[src/rtl/sar_search_ctrl_if.sv]
// Comparator-side bundle for the SAR search engine: start request, comparator
// verdict going in, and the trial word and search status coming out.
interface sar_search_ctrl_if #(
    parameter int N = 8
);
    logic         start;
    logic         cmp_gt;
    logic         cmp_lt;
    logic         cmp_eq;
    logic [N-1:0] trial;
    logic         busy;
    logic         done;
    logic [N-1:0] result;
    logic         err;

    modport master (
        input  start, cmp_gt, cmp_lt, cmp_eq,
        output trial, busy, done, result, err
    );

    modport slave (
        output start, cmp_gt, cmp_lt, cmp_eq,
        input  trial, busy, done, result, err
    );
endinterface

[src/rtl/sar_search_ctrl.sv]
// Successive-approximation search: drives trial words to a magnitude comparator
// MSB-first and returns the unknown operand A, with optional settle wait per trial.
module sar_search_ctrl #(
    parameter int N      = 8,
    parameter int SETTLE = 0
) (
    input  logic              clk,
    input  logic              rst_n,
    sar_search_ctrl_if.master bus
);
    localparam int IW = (N > 1) ? $clog2(N) : 1;
    localparam int CW = (SETTLE > 0) ? $clog2(SETTLE + 1) : 1;

    typedef enum logic [1:0] {
        IDLE,
        TEST,
        DONE
    } state_t;

    state_t        state_q, state_d;
    logic [N-1:0]  trial_q, trial_d;
    logic [N-1:0]  result_q, result_d;
    logic [IW-1:0] idx_q, idx_d;
    logic [CW-1:0] cnt_q, cnt_d;
    logic          busy_q, busy_d;
    logic          done_q, done_d;
    logic          err_q, err_d;
    logic [N-1:0]  adjusted;
    logic          cmp_onehot;

    always_ff @(posedge clk or negedge rst_n) begin
        if (!rst_n) begin
            state_q  <= IDLE;
            trial_q  <= '0;
            result_q <= '0;
            idx_q    <= IW'(N - 1);
            cnt_q    <= '0;
            busy_q   <= 1'b0;
            done_q   <= 1'b0;
            err_q    <= 1'b0;
        end else begin
            state_q  <= state_d;
            trial_q  <= trial_d;
            result_q <= result_d;
            idx_q    <= idx_d;
            cnt_q    <= cnt_d;
            busy_q   <= busy_d;
            done_q   <= done_d;
            err_q    <= err_d;
        end
    end

    always_comb begin
        state_d  = state_q;
        trial_d  = trial_q;
        result_d = result_q;
        idx_d    = idx_q;
        cnt_d    = cnt_q;
        busy_d   = busy_q;
        done_d   = 1'b0;
        err_d    = err_q;

        // The bit under test is kept when A is above the trial, cleared when below.
        adjusted           = trial_q;
        adjusted[idx_q]    = bus.cmp_gt;
        cmp_onehot = ( bus.cmp_gt & ~bus.cmp_lt & ~bus.cmp_eq) |
                     (~bus.cmp_gt &  bus.cmp_lt & ~bus.cmp_eq) |
                     (~bus.cmp_gt & ~bus.cmp_lt &  bus.cmp_eq);

        case (state_q)
            IDLE: begin
                if (bus.start) begin
                    trial_d = {1'b1, {(N-1){1'b0}}};
                    idx_d   = IW'(N - 1);
                    cnt_d   = CW'(SETTLE);
                    busy_d  = 1'b1;
                    err_d   = 1'b0;
                    state_d = TEST;
                end
            end
            TEST: begin
                if (cnt_q != '0) begin
                    cnt_d = cnt_q - CW'(1);
                end else if (!cmp_onehot) begin
                    err_d    = 1'b1;
                    result_d = '0;
                    state_d  = DONE;
                end else if (bus.cmp_eq) begin
                    result_d = trial_q;
                    state_d  = DONE;
                end else if (idx_q == '0) begin
                    result_d = adjusted;
                    state_d  = DONE;
                end else begin
                    trial_d                  = adjusted;
                    trial_d[idx_q - IW'(1)]  = 1'b1;
                    idx_d                    = idx_q - IW'(1);
                    cnt_d                    = CW'(SETTLE);
                end
                if (state_d == DONE) begin
                    trial_d = '0;
                    busy_d  = 1'b0;
                    done_d  = 1'b1;
                end
            end
            DONE: begin
                state_d = IDLE;
            end
            default: begin
                state_d = IDLE;
            end
        endcase
    end

    assign bus.trial  = trial_q;
    assign bus.busy   = busy_q;
    assign bus.done   = done_q;
    assign bus.result = result_q;
    assign bus.err    = err_q;
endmodule

[src/flat_wrapper.sv]
// flat-port wrapper written by rule: the top's interface ports become plain ports
module sar_search_ctrl_flat 
#(
    parameter int N      = 8,
    parameter int SETTLE = 0
)
  (clk, rst_n, bus_start, bus_cmp_gt, bus_cmp_lt, bus_cmp_eq, bus_trial, bus_busy, bus_done, bus_result, bus_err);
  sar_search_ctrl_if #(.N(N)) bus_i ();
  input  logic clk;
  input  logic rst_n;
  input wire logic [$bits(bus_i.start)-1:0] bus_start;
  input wire logic [$bits(bus_i.cmp_gt)-1:0] bus_cmp_gt;
  input wire logic [$bits(bus_i.cmp_lt)-1:0] bus_cmp_lt;
  input wire logic [$bits(bus_i.cmp_eq)-1:0] bus_cmp_eq;
  output wire logic [$bits(bus_i.trial)-1:0] bus_trial;
  output wire logic [$bits(bus_i.busy)-1:0] bus_busy;
  output wire logic [$bits(bus_i.done)-1:0] bus_done;
  output wire logic [$bits(bus_i.result)-1:0] bus_result;
  output wire logic [$bits(bus_i.err)-1:0] bus_err;
  assign bus_i.start = bus_start;
  assign bus_i.cmp_gt = bus_cmp_gt;
  assign bus_i.cmp_lt = bus_cmp_lt;
  assign bus_i.cmp_eq = bus_cmp_eq;
  assign bus_trial = bus_i.trial;
  assign bus_busy = bus_i.busy;
  assign bus_done = bus_i.done;
  assign bus_result = bus_i.result;
  assign bus_err = bus_i.err;
  sar_search_ctrl #(.N(N), .SETTLE(SETTLE)) u_core (.clk(clk), .rst_n(rst_n), .bus(bus_i));
endmodule
[config.mk]
export PLATFORM = sky130hd
export DESIGN_NAME = sar_search_ctrl_flat
export DESIGN_NICKNAME = d
export VERILOG_FILES = /design/src/rtl/sar_search_ctrl_if.sv /design/src/rtl/sar_search_ctrl.sv /design/src/flat_wrapper.sv
export SDC_FILE = /design/constraint.sdc
export NUM_CORES = 1
export LEC_CHECK = 0
export CAP_MARGIN = 10
export CORE_MARGIN = 1
export CORE_UTILIZATION = 30
export CTS_CLUSTER_DIAMETER = 30
export DETAILED_ROUTE_END_ITERATION = 12
export PLACE_DENSITY_LB_ADDON = 0.1
export REMOVE_ABC_BUFFERS = 1
export SLEW_MARGIN = 20
export SYNTH_ARGS = -nofsm -noshare
export SYNTH_HDL_FRONTEND = slang
export SYNTH_SLANG_ARGS = --single-unit
[constraint.sdc]
create_clock -name clk -period 5.7 [get_ports clk]
set_input_delay 1.71 -clock clk [delete_from_list [all_inputs] [get_ports clk]]
set_output_delay 1.71 -clock clk [all_outputs]
set_load 0.01 [all_outputs]
# Word level (Yosys, flattened, before mapping)
# Index checks and enable logic that the tools add are counted.
# op_classes
n_addsub	2
order_cmp	4
eq_ne	14
muxes	39
n_bitwise	13
n_reduce_logical	11
# ops
cell	count
$mux W8	9
$pmux W8 S2	1
$mux W3	5
$mux W2	6
$reduce_and A6 Y1	2
$mux W1	10
$ne A2 B2 Y1 const B	5
$ne A3 B3 Y1 const B	3
$bwmux W8	1
$lt A3 B4 Y1 const B	2
$or A8 B8 Y8	1
$and A1 B1 Y1	6
$demux W1 S3	2
$ge A3 B1 Y1 const B	2
$pmux W1 S2	3
$pmux W3 S2	1
$reduce_and A3 Y1	2
$ne A2 B1 Y1 const B	2
$not A1 Y1	4
$pmux W2 S2	1
$reduce_and A4 Y1	1
$logic_not A3 Y1	1
$ne A3 B1 Y1 const B	1
$ne A3 B2 Y1 const B	1
9 further kinds	11
# word_totals
ff_bits	25
word_cells	91

# Logic depth before layout (Yosys ltp)
# Gate-level depths: netlist of run 1.
# logic_depth
word_depth	12
ltp_mapped	8
depth_no_buf	6

# Worst setup path after synthesis of run 1
# OpenSTA, ideal clock, no wires.
# synth_timing
path_type	input port to flip-flop
startpoint	input port bus_cmp_eq
endpoint	register u_core.idx_q[2]
t_arrival_ns	2.708
t_required_ns	5.606
path_slack_ns	2.897
stages	4
n_path_buf	1
cell_sequence	clkbuf_1 -> nor3_1 -> nand2_1 -> a311oi_1
# synth_via
elab_chain_len	6
word_cells_on_any_way	9
classes_between	eq/ne: 2; bitwise: 6; reduce/logical: 1
# synth_rtl
element	line	source
from (decl)	flat_wrapper.sv:14	input wire logic [$bits(bus_i.cmp_eq)-1:0] bus_cmp_eq;
$not A1 Y1	sar_search_ctrl.sv:66, sar_search_ctrl.sv:67	
$and A1 B1 Y1 (on tied branches)	sar_search_ctrl.sv:66, sar_search_ctrl.sv:67	
$or A1 B1 Y1	sar_search_ctrl.sv:66	cmp_onehot = ( bus.cmp_gt & ~bus.cmp_lt & ~bus.cmp_eq) |
$or A1 B1 Y1	sar_search_ctrl.sv:67	(~bus.cmp_gt & bus.cmp_lt & ~bus.cmp_eq) |
$ne A2 B1 Y1 (no source line)	-	
$reduce_and A6 Y1 (no source line) *	-	
to (signal assigned)	sar_search_ctrl.sv:36	idx_q <= IW'(N - 1);
to (signal assigned)	sar_search_ctrl.sv:45	idx_q <= idx_d;
to (decl)	sar_search_ctrl.sv:23	logic [IW-1:0] idx_q, idx_d;
# Mark *: on every way between the ends. The rest lies on a longest branch, timed or not.
# A chain may end at the register's enable or synchronous reset.

# Final worst setup path of run 1
# layout_timing
startpoint	input port bus_cmp_gt
endpoint	register u_core.trial_q[2] (netlist: u_core.bus.trial[2])
# layout_via
elab_chain_len	11
word_cells_on_any_way	26
classes_between	eq/ne: 5; mux: 10; bitwise: 10; reduce/logical: 1
# layout_rtl
element	line	source
from (decl)	flat_wrapper.sv:12	input wire logic [$bits(bus_i.cmp_gt)-1:0] bus_cmp_gt;
$not A1 Y1	sar_search_ctrl.sv:67, sar_search_ctrl.sv:68	
$and A1 B1 Y1 (2 in series)	sar_search_ctrl.sv:67	
$or A1 B1 Y1	sar_search_ctrl.sv:66	
$or A1 B1 Y1	sar_search_ctrl.sv:67	
$mux W2	sar_search_ctrl.sv:84	end else if (!cmp_onehot) begin
$mux W2	sar_search_ctrl.sv:82	if (cnt_q != '0) begin
$mux W2	sar_search_ctrl.sv:70	case (state_q)
$eq A2 B2 Y1	sar_search_ctrl.sv:100	if (state_d == DONE) begin
$ne A3 B3 Y1 (no source line) (tied with other cells)	-	
$reduce_and A6 Y1 (no source line) or $pmux W8 S2 (tied branches)	-	
to (signal assigned)	sar_search_ctrl.sv:43	trial_q <= trial_d;
to (decl)	sar_search_ctrl.sv:21	logic [N-1:0] trial_q, trial_d;
# Parallel ways exist; a longest one is shown, timed or not. The select of a mux whose other input is x is not followed.

==> run summary, run 1 <==
Buffer levels on the longest clock path: 2. Setup violations remaining at the end of the flow were counted as 0. Clock sink total: 24. The critical path launch point type is a primary input. After detailed routing, the number of remaining DRC violations is 0.

Dividing the synthesized area by the synthesized cell count gives 8.861 µm². Entering global routing, the biggest net connects 25 pins. For the post-synthesis instance area, the log shows 1400 µm². Layout net count: 183. Synthesis handed over a netlist of 158 instances.

The tightest min-delay check is of the reg -> reg type. The number of antenna diodes in the final layout is 0. The top cell types in the final layout, fill and taps aside, are 23 x sky130_fd_sc_hd__clkdlybuf4s50_1, 21 x sky130_fd_sc_hd__o21ai_0, 21 x sky130_fd_sc_hd__dfrtp_1, 14 x sky130_fd_sc_hd__nand2_1, 10 x sky130_fd_sc_hd__nor2_1. The number of different library cells used by synthesis comes to 37. After clock tree synthesis, the clock-pin slew on the worst setup and hold paths is 90 ps. The via count of the first global-routing pass came out at 1,241.

After floorplanning, the core was sized to cover 4414 µm². In this run the power spent charging and discharging nets is 0.3115 mW. The commonest non-fill, non-tap cell in the layout is sky130_fd_sc_hd__clkdlybuf4s50_1.

The number of buffers created by CTS is 3. The share of synthesized area occupied by flip-flops and latches was 0.4316. Adder-cell share of the synthesized area: 0.01787.

The post-synthesis mux area share was 0.05273; the compound-cell area share of the yosys netlist was 0.2493. The tools report the maximum achievable frequency as 269.0 MHz. The tools report the wire length after detailed routing as 3684 µm. The analysis attributes to cell leakage a power of 0.6550 nW. The post-synthesis share of cell area spent on and, or, nand and nor gates was 0.1752; the portion of the clock cycle consumed by the worst path in the final layout was 0.6523. Measured along the y axis, the die boundary spans 70.32 µm.

The power consumption was 0.7414 mW. Counting flops with a built-in enable in the synthesized netlist gives 0. The remaining antenna violation count came out at 0. The switching part of the total power is 0.4201. The async set-or-reset flop fraction in the synthesized netlist works out to 1.000. Using the TritonRoute via totals, the vias-per-cell ratio works out to 5.628. The logs give 0 for the final number of hold-violating endpoints and 0.3884 for the max-slew headroom at the worst pin. For the data required time of the worst path, the log shows 5890 ps.

The worst setup path is of the in -> reg kind. The xor-xnor portion of the synthesized cell area is 0.02502. The routed wirelength normalized by instance count is 16.30 µm, and the cell internal power dissipation is 0.4299 mW. The slew at the pin with the worst max-slew slack was 907.7 ps; the remaining global-route overflow was 0.

The combinational share of power was 0.448; the aggregate global-route resource usage was 0.1543. Across the routed clock network, the largest skew measured is 4.788 ps. Prevailing post-synth register cell: sky130_fd_sc_hd__dfrtp_1.

The top-level port count is 25. STA puts the critical path data arrival time at 3910 ps. Setup repair after global routing left no endpoint under its margin. The root buffer cell chosen for the clock tree is sky130_fd_sc_hd__clkbuf_8. Power spread over the standard cell area amounts to 437.0 nW/µm². The floorplan has 24 rows.

The routed design could run at a clock period as short as 3718 ps. By area, the combinational part of the netlist is dominated by compound AO/OA/AOI/OAI gates. Buffers placed on the I/O ports in this run total 24. Once placement finished, the instance area stood at 1657 µm². The number of H-tree levels was 1; the share of Yosys cell area claimed by the top area cell type was 0.3753. The cell taking the most area after synthesis is sky130_fd_sc_hd__dfrtp_1. The run gives 0 as the number of synthesis warnings. Hold repair after CTS inserted 0 buffers. The number of resized instances in the post-cts repair step was 0.

The share of final-layout standard cells stronger than drive strength 1 was 0.06322; the initial core utilization was 0.3172. The share of power burned in the clock network is 0.142. TritonCTS built the clock tree.

The first global-routing pass estimated 6051 µm of wire. The post-synthesis to final-layout area growth works out to 21.18%. Number of DRC markers after the initial detailed-route iteration: 58.

The run gives 0 ps as the post-route setup TNS. Yosys attributes the largest share of cell area to sky130_fd_sc_hd__dfrtp_1 38%, sky130_fd_sc_hd__o21ai_0 7.5%, sky130_fd_sc_hd__dfstp_2 5.6%. The flow ran to the end, and the final reports show no timing, DRC or antenna violations.

The logs give 2611 µm for the detailed-placement wirelength estimate and 1,272 for the total number of vias. The floorplan step defined a die boundary enclosing 4944 µm². The clock latency on the worst-skew pair was 260 ps. Along the worst path, the maximum fanout reaches 20. The number of buffers added for setup after CTS is 0. At the end of routability-driven placement, the weighted congestion stood at 0.7878. The overall die width works out to 70.32 µm. The post-synthesis register bit count came out at 24. Across the VDD grid, the largest voltage drop is 0.0001147 V. The number of max-slew violations in the final report was 0; the part of the total power dissipated in sequential elements was 0.410. Summing all non-filler instances in the final layout gives an area of 1697 µm².

The logs give 0 for the initial antenna violation count and 0 for the count of maximum capacitance violations. Before antenna repair, the detailed router went through 4 iterations. The sort of element at the end of the critical path is a flop.
==> per-layer routing <==
metal / global-route usage / wire length [µm] / vias up
li1: - / - / 613
met2: 0.2497 / 1714 / 20
met1: 0.2142 / 1840 / 637
met4: 0.03778 / 17 / 0
met3: 0.02453 / 111 / 2
met5: 0 / 0 / -
==> area by class of cell <==
| class | instances | area, µm² |
|---|---|---|
| fillers | 442 | 2718 |
| clock buffers | 4 | 45.04 |
| repair buffers | 24 | 235.2 |
| well taps | 52 | 65.06 |
| inverters | 5 | 18.77 |
| multi-input cells | 117 | 728.2 |
| flip-flops and latches | 24 | 604.3 |
==> path summary, 6_finish.rpt <==
check	startpoint	slack, ps	cells past startpoint	end
min in group asynchronous	rst_n	1430	1	u_core.bus.busy
worst min register to register	u_core.bus.err	520	2	u_core.bus.err
worst min-delay path	u_core.bus.err	520	2	u_core.bus.err
worst max register to register	u_core.idx_q[0]	3270	6	u_core.bus.trial[2]
max in group asynchronous	rst_n	3890	1	u_core.idx_q[1]
worst max-delay path	bus_cmp_gt	1980	5	u_core.bus.trial[2]
==> through the flow <==
step                utilization  hold slack, ps  std cells  worst slack, ps
floorplan                     -           539.4        146             2891
global placement         0.3753           494.7        222             1816
detailed placement       0.3753           503.5        222             1692
CTS                      0.3855           527.8        226             1982
global route             0.3844           561.0        226             1781
finish                   0.3844           516.5        226             1982
==> Yosys cell counts, drive strengths merged (2+ instances only) <==
library cell   n
a22oi          3
nor3           6
ha             2
o2bb2ai        3
a31oi          6
nor4           3
nor2          10
o311a          2
mux2i          4
nor2b          2
dfstp          3
and3b          2
xnor2          3
clkbuf         9
nor3b          4
nand2b         2
inv            5
buf            3
mux2           3
dfrtp         21
o22ai          6
a21oi          5
o21ai         24
a221oi         2
nand2         14
==> registers in the layout, summed over array words and instances, names as in the netlist <==
signal and count:
u_core.bus.err 1, u_core.bus.busy 1, u_core.bus.done 1, u_core.bus.trial 8, u_core.bus.result 8, u_core.idx_q 3
u_core.state_q 2
==> cells by family after synthesis <==
family	after synthesis
AOI/OAI and AO/OA	56
and+or+nand+nor	48
DFF	24
buffers and inverters	17
muxes	7
xor gates and xnor gates	4
adders and majority gates	2
==> power groups by stage <==
stage | combinational, mW | sequential [mW] | clock [mW]
floorplan | 0.181 | 0.303 | 0
global placement | 0.326 | 0.304 | 0
detailed placement | 0.332 | 0.305 | 0
CTS | 0.333 | 0.303 | 0.109
global route | 0.365 | 0.315 | 0.116
finish | 0.332 | 0.304 | 0.106
==> critical path, stage by stage <==
cell                              delay (ps)
sky130_fd_sc_hd__clkdlybuf4s50_1         900
sky130_fd_sc_hd__xnor2_1                 250
sky130_fd_sc_hd__or4_1                   710
sky130_fd_sc_hd__o21ai_1                 210
sky130_fd_sc_hd__o2bb2ai_1               130
Power figures use the tool's default switching activity.
==> inputs of run 2 (changes only) <==
- clock period: 5.7 -> 3.8 ns (I/O delays scaled with it)
==> run 2 against run 1 <==
Final cell count grew 0.88%. Via count rose by 0.55%. Sequential power grew 50%. Utilization rose by 0.68 points. Sequential share of layout area shrank 0.62 points. First-iteration DRC count increased by 34%. Register-to-register slack worse by 1900 ps. Critical path depth fell by 1. Routed wire length rose by 1.4%. Worst hold slack better by 6.1 ps. Largest power group unchanged. Clock-buffer cell count unchanged. Die area stayed put.
==> run summary, run 2 (synthesis gave the netlist of run 1 again) <==
Cell leakage power: 0.6706 nW (+2.4%). The run gives 1686 µm (-1.6%) as the met2 layer wire length in the routed design. The worst-case setup margin in the final layout is 1069 ps (-912.7 ps), and the worst clock skew is 4.870 ps (+0.08149 ps). The logs give 3 (unchanged) for the number of buffers created by CTS and 0.0001956 V (+71%) for the peak ir drop on the vdd network. Setup repair after global routing left no endpoint under its margin. Placeable core region: 4414 µm² (unchanged). For the top-level port count, the log shows 25 (unchanged).

The wire length after detailed routing is 3736 µm (+1.4%), and the met1 layer wirelength in the final routing is 1865 µm (+1.4%). The tools report the sort of element at the end of the critical path as a flop. The buffer levels on the longest clock path is 2 (unchanged), and the standard-cell row count is 24 (unchanged). The flow ran to the end, and the final reports show no timing, DRC or antenna violations.

The layout net count was 185 (+1.1%). The post-route setup TNS came out at 0 ps (unchanged). The data required time of the worst path came out at 4000 ps (-1890 ps). Global-route wire length before repair: 6513 µm (+7.6%). The buffer cell driving the clock tree root is sky130_fd_sc_hd__clkbuf_8. For the finished layout, the period the worst path requires is 2731 ps. The number of buffers added on ports was 24 (unchanged).

Traced cell by cell, the critical path runs through clkdlybuf4s50_1 -> or4_1 -> o21ai_1 -> o2bb2ai_1. The logs give 0 (unchanged) for the initial antenna violation count and 366.2 MHz for the maximum achievable frequency. The tools report the critical path launch point type as a primary input.

For the number of H-tree levels, the log shows 1 (unchanged). The logs give 78 (+34%) for the number of DRC markers after the initial detailed-route iteration and 0 (unchanged) for the remaining antenna violation count. The max-slew headroom at the worst pin is 0.4175 (+0.02910).

In the layout the commonest cells are 24 x sky130_fd_sc_hd__clkdlybuf4s50_1, 21 x sky130_fd_sc_hd__o21ai_0, 21 x sky130_fd_sc_hd__dfrtp_1, 14 x sky130_fd_sc_hd__nand2_1, 10 x sky130_fd_sc_hd__nor2_1. The highest routing layer actually used is met4. The post-synthesis to final-layout area growth is 23.32%, and the initial core utilization is 0.3172 (unchanged). Number of max-slew violations in the final report: 0 (unchanged). The number of buffers added for setup after CTS is 0 (unchanged). The clock sink total is 24 (unchanged). The tools report the worst setup slack before clock tree synthesis as 787.7 ps (-903.9 ps). The startpoint of the lowest-slack hold path was u_core.bus.result[4]. The detailed-placement wirelength estimate came out at 2634 µm (+0.89%). The clock-pin slew of the registers on the worst-case setup and hold paths is 80 ps (about the same). The tools report the launching point of the worst reg2reg path as u_core.idx_q[0]. The total number of vias came out at 1,279 (+0.55%).

The portion of the clock cycle consumed by the worst path in the final layout came out at 0.7186. The worst setup path is of the in -> reg kind. The largest incremental delay on the critical path was 810 ps (-90 ps).

The tools report the number of hold-repair buffers added at the cts stage as 0 (unchanged). The pin count of the biggest net entering global routing was 25 (unchanged); the highest fanout seen on the critical path was 13 (-35%). The tools report the clock latency on the worst-skew pair as 270 ps (about the same). The cell with the largest stage delay on the worst path was sky130_fd_sc_hd__or4_1.

TritonCTS built the clock tree. The DRC violation count after routing is 0 (unchanged). Tracing the worst setup path back leads to its startpoint at bus_cmp_eq. The number of failing setup endpoints in the final timing report is 0 (unchanged), and the aggregate global-route resource usage is 0.1667 (+0.01240). The run gives 0 (unchanged) as the remaining global-route overflow. Share of final-layout standard cells stronger than drive strength 1: 0.07386 (+0.01065). The power per unit of standard cell area is 655.9 nW/µm² (+50%), and the ratio of routed vias to standard cells is 5.610 (-0.33%). The tools report the final number of hold-violating endpoints as 0 (unchanged).

The routed wirelength normalized by instance count was 16.39 µm (+0.52%). The run gives 2930 ps (-980 ps) as the arrival time reported for the critical path endpoint. The overall die width was 70.32 µm (unchanged); the via count of the first global-routing pass was 1,274 (+2.7%).

The number of resized instances in the post-cts repair step was 0 (unchanged); the total iterations of the first detailed-routing run was 4 (unchanged). For the final weighted congestion in routability-driven placement, the log shows 0.7957 (+1.0%). The slew at the pin with the worst max-slew slack is 864.6 ps (-43.19 ps).

The worst min-delay path class was reg -> reg. Vertical extent of the die: 70.32 µm (unchanged). The count of maximum capacitance violations was 0 (unchanged); the detailed-routed wire length on met3 was 145 µm (+31%). The area enclosed by the die boundary came out at 4944 µm² (unchanged). The library cell used most frequently in the layout, excluding fill and tap cells, is sky130_fd_sc_hd__clkdlybuf4s50_1. The count of inserted antenna diode cells is 0 (unchanged).
-- run 2: layout make-up --
class / instances / area, µm²
inverter: 5 / 18.77
fill: 464 / 2688
sequential: 24 / 604.3
timing repair buffer: 26 / 255.2
multi-input combinational: 117 / 728.2
clock buffer: 4 / 55.05
tap: 52 / 65.06
-- run 2: final timing paths --
| kind | slack, ps | end | depth (start not counted) |
|---|---|---|---|
| max in group asynchronous | 2290 | u_core.idx_q[0] | 2 |
| min | 520 | u_core.bus.result[4] | 2 |
| min reg2reg | 520 | u_core.bus.result[4] | 2 |
| max | 1070 | u_core.bus.trial[3] | 4 |
| min in group asynchronous | 1220 | u_core.state_q[0] | 2 |
| max reg2reg | 1340 | u_core.bus.trial[3] | 6 |
-- run 2: layer usage --
| layer | up-vias | GRT usage |
|---|---|---|
| met4 | 0 | 0.04444 |
| met3 | 4 | 0.04040 |
| met1 | 626 | 0.2351 |
| li1 | 622 | - |
| met5 | - | 0 |
| met2 | 27 | 0.2529 |
-- run 2: power by group --
group	leakage, nW	internal [mW]	switching [mW]
clock	0.0288	0.0927	0.0857
combinational	0.337	0.232	0.267
sequential	0.305	0.340	0.115
total	0.671	0.665	0.468
-- run 2: through the flow --
step	hold WS (ps)	std cells	total power [mW]	instance area (µm²)	utilization
after floorplan	539.4	146	0.7253	1351	-
after global placement	504.5	224	0.9516	1672	0.3787
after detailed placement	511.5	224	0.9595	1672	0.3787
after CTS	536.3	228	1.143	1727	0.3912
after global routing	574.7	228	1.222	1727	0.3912
final	522.6	228	1.133	1727	0.3912
-- run 2: critical path: cells and delay by family --
kind / cells / cell delay [ps]
AOI/OAI and AO/OA: 2 / 330
buffers and inverters: 1 / 640
and+or+nand+nor: 1 / 810
==> inputs of run 3 (changes only) <==
- clock period: 3.8 -> 2.8 ns (I/O delays scaled with it)
==> run 3 against run 2 <==
Design area is 2.0% higher. Sequential share of layout area is 0.70 points lower. Non-clock buffer count is 6 higher. Clock-buffer cell count stayed put. Register-to-register slack worse by 810 ps. Combinational power is 47% higher. Worst setup slack worse by 630 ps. Global-route usage is 0.78 points lower. Flip-flop and latch count stayed put. Routed wire length is 2.2% lower. First-iteration DRC count is 56% higher. Critical endpoint is now u_core.bus.result[4]. Largest cell class unchanged. Largest power group unchanged.
==> run summary, run 3 (synthesis gave the netlist of run 1 again) <==
The run finished with clean final reports. The share of final-layout standard cells stronger than drive strength 1 is 0.09890 (+0.02504), and the count of inserted antenna diode cells is 0 (unchanged). The clock latency on the worst-skew pair was 270 ps (about the same); the overall die width was 70.32 µm (unchanged). The number of standard cells in the layout, taps in and fillers out is 234 (+2.6%), and the wire length after detailed routing is 3653 µm (-2.2%).

For the number of placed instances with taps included, the log shows 230 (+2.7%). The via count of the first global-routing pass is 1,269 (-0.39%). The critical path launch point type was a primary input. The data required time of the worst path is 2990 ps (-1010 ps). The layout net count is 191 (+3.2%). The logs give 0.0004134 V (+110%) for the peak ir drop on the vdd network and 0.3172 (unchanged) for the initial core utilization.

The worst clock skew is 7.238 ps (+2.368 ps), and the number of H-tree levels is 1 (unchanged). The ratio of routed vias to standard cells was 5.530 (-1.4%); the highest fanout seen on the critical path was 11 (-2). The number of max-slew violations in the final report was 0 (unchanged); the clock-pin slew of the registers on the worst-case setup and hold paths was 90 ps (about the same). For the initial antenna violation count, the log shows 0 (unchanged). The startpoint identified for the worst register-to-register timing path is u_core.idx_q[1].

Subtracting the final worst setup slack from the clock period gives 2359 ps. The final weighted congestion in routability-driven placement was 0.8304 (+4.4%); the power consumption was 1.532 mW (+35%). The global-route wire length before repair was 6244 µm (-4.1%); the pin count of the biggest net entering global routing was 25 (unchanged). The power per unit of standard cell area is 869.9 nW/µm² (+33%), and the setup slack on the worst flop-to-flop path is 530 ps (-810 ps). For the number of resized instances in the post-cts repair step, the log shows 0 (unchanged). Setup repair after global routing left no endpoint under its margin.

The remaining global-route overflow was 0 (unchanged). The tools report the arrival time reported for the critical path endpoint as 2550 ps (-380 ps). The routed wirelength normalized by instance count was 15.61 µm (-4.7%); the vertical extent of the die was 70.32 µm (unchanged). The final number of hold-violating endpoints is 0 (unchanged), and the top-level port count is 25 (unchanged).

The min-delay analysis places its worst path in the category reg -> reg. The worst register-to-register path ends at u_core.bus.trial[3]. The top cell types in the final layout, fill and taps aside, are 24 x sky130_fd_sc_hd__clkdlybuf4s50_1, 21 x sky130_fd_sc_hd__o21ai_0, 21 x sky130_fd_sc_hd__dfrtp_1, 14 x sky130_fd_sc_hd__nand2_1, 10 x sky130_fd_sc_hd__nor2_1.

The worst hold slack after final layout is 517.0 ps (-5.561 ps), and the number of buffers added for setup after CTS is 0 (unchanged). Final-layout fill cell count: 459 (-1.1%). Slew at the pin with the worst max-slew slack: 544.6 ps (-319.9 ps). Based on the critical path, the design can be clocked at up to 424.0 MHz.

The number of DRC markers after the initial detailed-route iteration was 122 (+56%). End point of the worst hold path: u_core.bus.result[5]. For the area enclosed by the die boundary, the log shows 4944 µm² (unchanged). The placeable core region was 4414 µm² (unchanged); the DRC violation count after routing was 0 (unchanged).

The aggregate global-route resource usage came out at 0.1589 (-0.007763). TritonCTS built the clock tree. For the detailed-placement wirelength estimate, the log shows 2619 µm (-0.55%). The logs give 1,294 (+1.2%) for the total number of vias and 0 (unchanged) for the number of failing setup endpoints in the final timing report. The standard-cell row count was 24 (unchanged).

The tools report the post-route setup TNS as 0 ps (unchanged). For the cell leakage power, the log shows 0.6939 nW (+3.5%). The root buffer cell chosen for the clock tree is sky130_fd_sc_hd__clkbuf_8. The portion of the clock cycle consumed by the worst path in the final layout works out to 0.8424.

The tools report the buffer levels on the longest clock path as 2 (unchanged). The total iterations of the first detailed-routing run is 5 (+1). The worst hold path stage count is 2 (unchanged), and the depth of the worst register-to-register path is 6 (unchanged). In this run the most critical hold path is launched from u_core.bus.result[5].

STA classifies the critical path endpoint as a flop. For the max-slew headroom at the worst pin, the log shows 0.6361 (+0.2186). The run gives 24 (unchanged) as the clock sink total.

The remaining antenna violation count is 0 (unchanged), and the number of buffers created by CTS is 3 (unchanged). The count of maximum capacitance violations was 0 (unchanged); the number of buffers added on ports was 24 (unchanged). Critical setup path kind: in -> reg. For the number of hold-repair buffers added at the cts stage, the log shows 0 (unchanged). In this run the worst setup path begins at bus_cmp_lt.

The post-synthesis to final-layout area growth works out to 25.83%. Commonest non-fill, non-tap cell in the layout: sky130_fd_sc_hd__clkdlybuf4s50_1.
[run 3: layout make-up]
| cell class | count | area [µm²] | area share |
|---|---|---|---|
| multi-input cells | 117 | 728.2 | 0.4134 |
| repair buffers | 32 | 300.3 | 0.1705 |
| flip-flops and latches | 24 | 604.3 | 0.3430 |
| well taps | 52 | 65.06 | 0.03693 |
| clock buffers | 4 | 45.04 | 0.02557 |
| inverters | 5 | 18.77 | 0.01065 |
[run 3: worst max-delay path by stage]
stage,end,slack [ps],cells after the start
global placement,u_core.bus.trial[3],230,5
floorplan,u_core.bus.trial[2],700,6
finish,u_core.bus.result[4],440,6
CTS,u_core.bus.trial[3],480,5
global route,u_core.bus.result[1],300,6
detailed placement,u_core.bus.result[1],210,6
[run 3: critical path: stages]
cell                              delay [ps]
sky130_fd_sc_hd__clkdlybuf4s50_1         580
sky130_fd_sc_hd__xnor2_1                 160
sky130_fd_sc_hd__buf_4                   150
sky130_fd_sc_hd__o311a_1                 400
sky130_fd_sc_hd__nand2_1                 210
sky130_fd_sc_hd__o21ai_0                 200
[run 3: through the flow]
stage | worst slack, ps | area, µm² | util
after floorplan | 700.4 | 1351 | -
after global placement | 233.4 | 1717 | 0.3889
after detailed placement | 206.8 | 1717 | 0.3889
after CTS | 480.7 | 1762 | 0.3991
after global routing | 300.4 | 1762 | 0.3991
final | 441.4 | 1762 | 0.3991
[run 3: routing by layer]
layer / part of all wire / vias up / track usage
met3: 0.041 / 4 / 0.03175
met1: 0.49 / 622 / 0.2186
li1: - / 633 / -
met5: 0 / - / 0
met2: 0.46 / 35 / 0.2593
met4: 0.013 / 0 / 0.02889
[run 3: where the power goes]
group	internal (mW)	switching [mW]
logic	0.337	0.399
registers	0.460	0.122
clock network	0.102	0.112
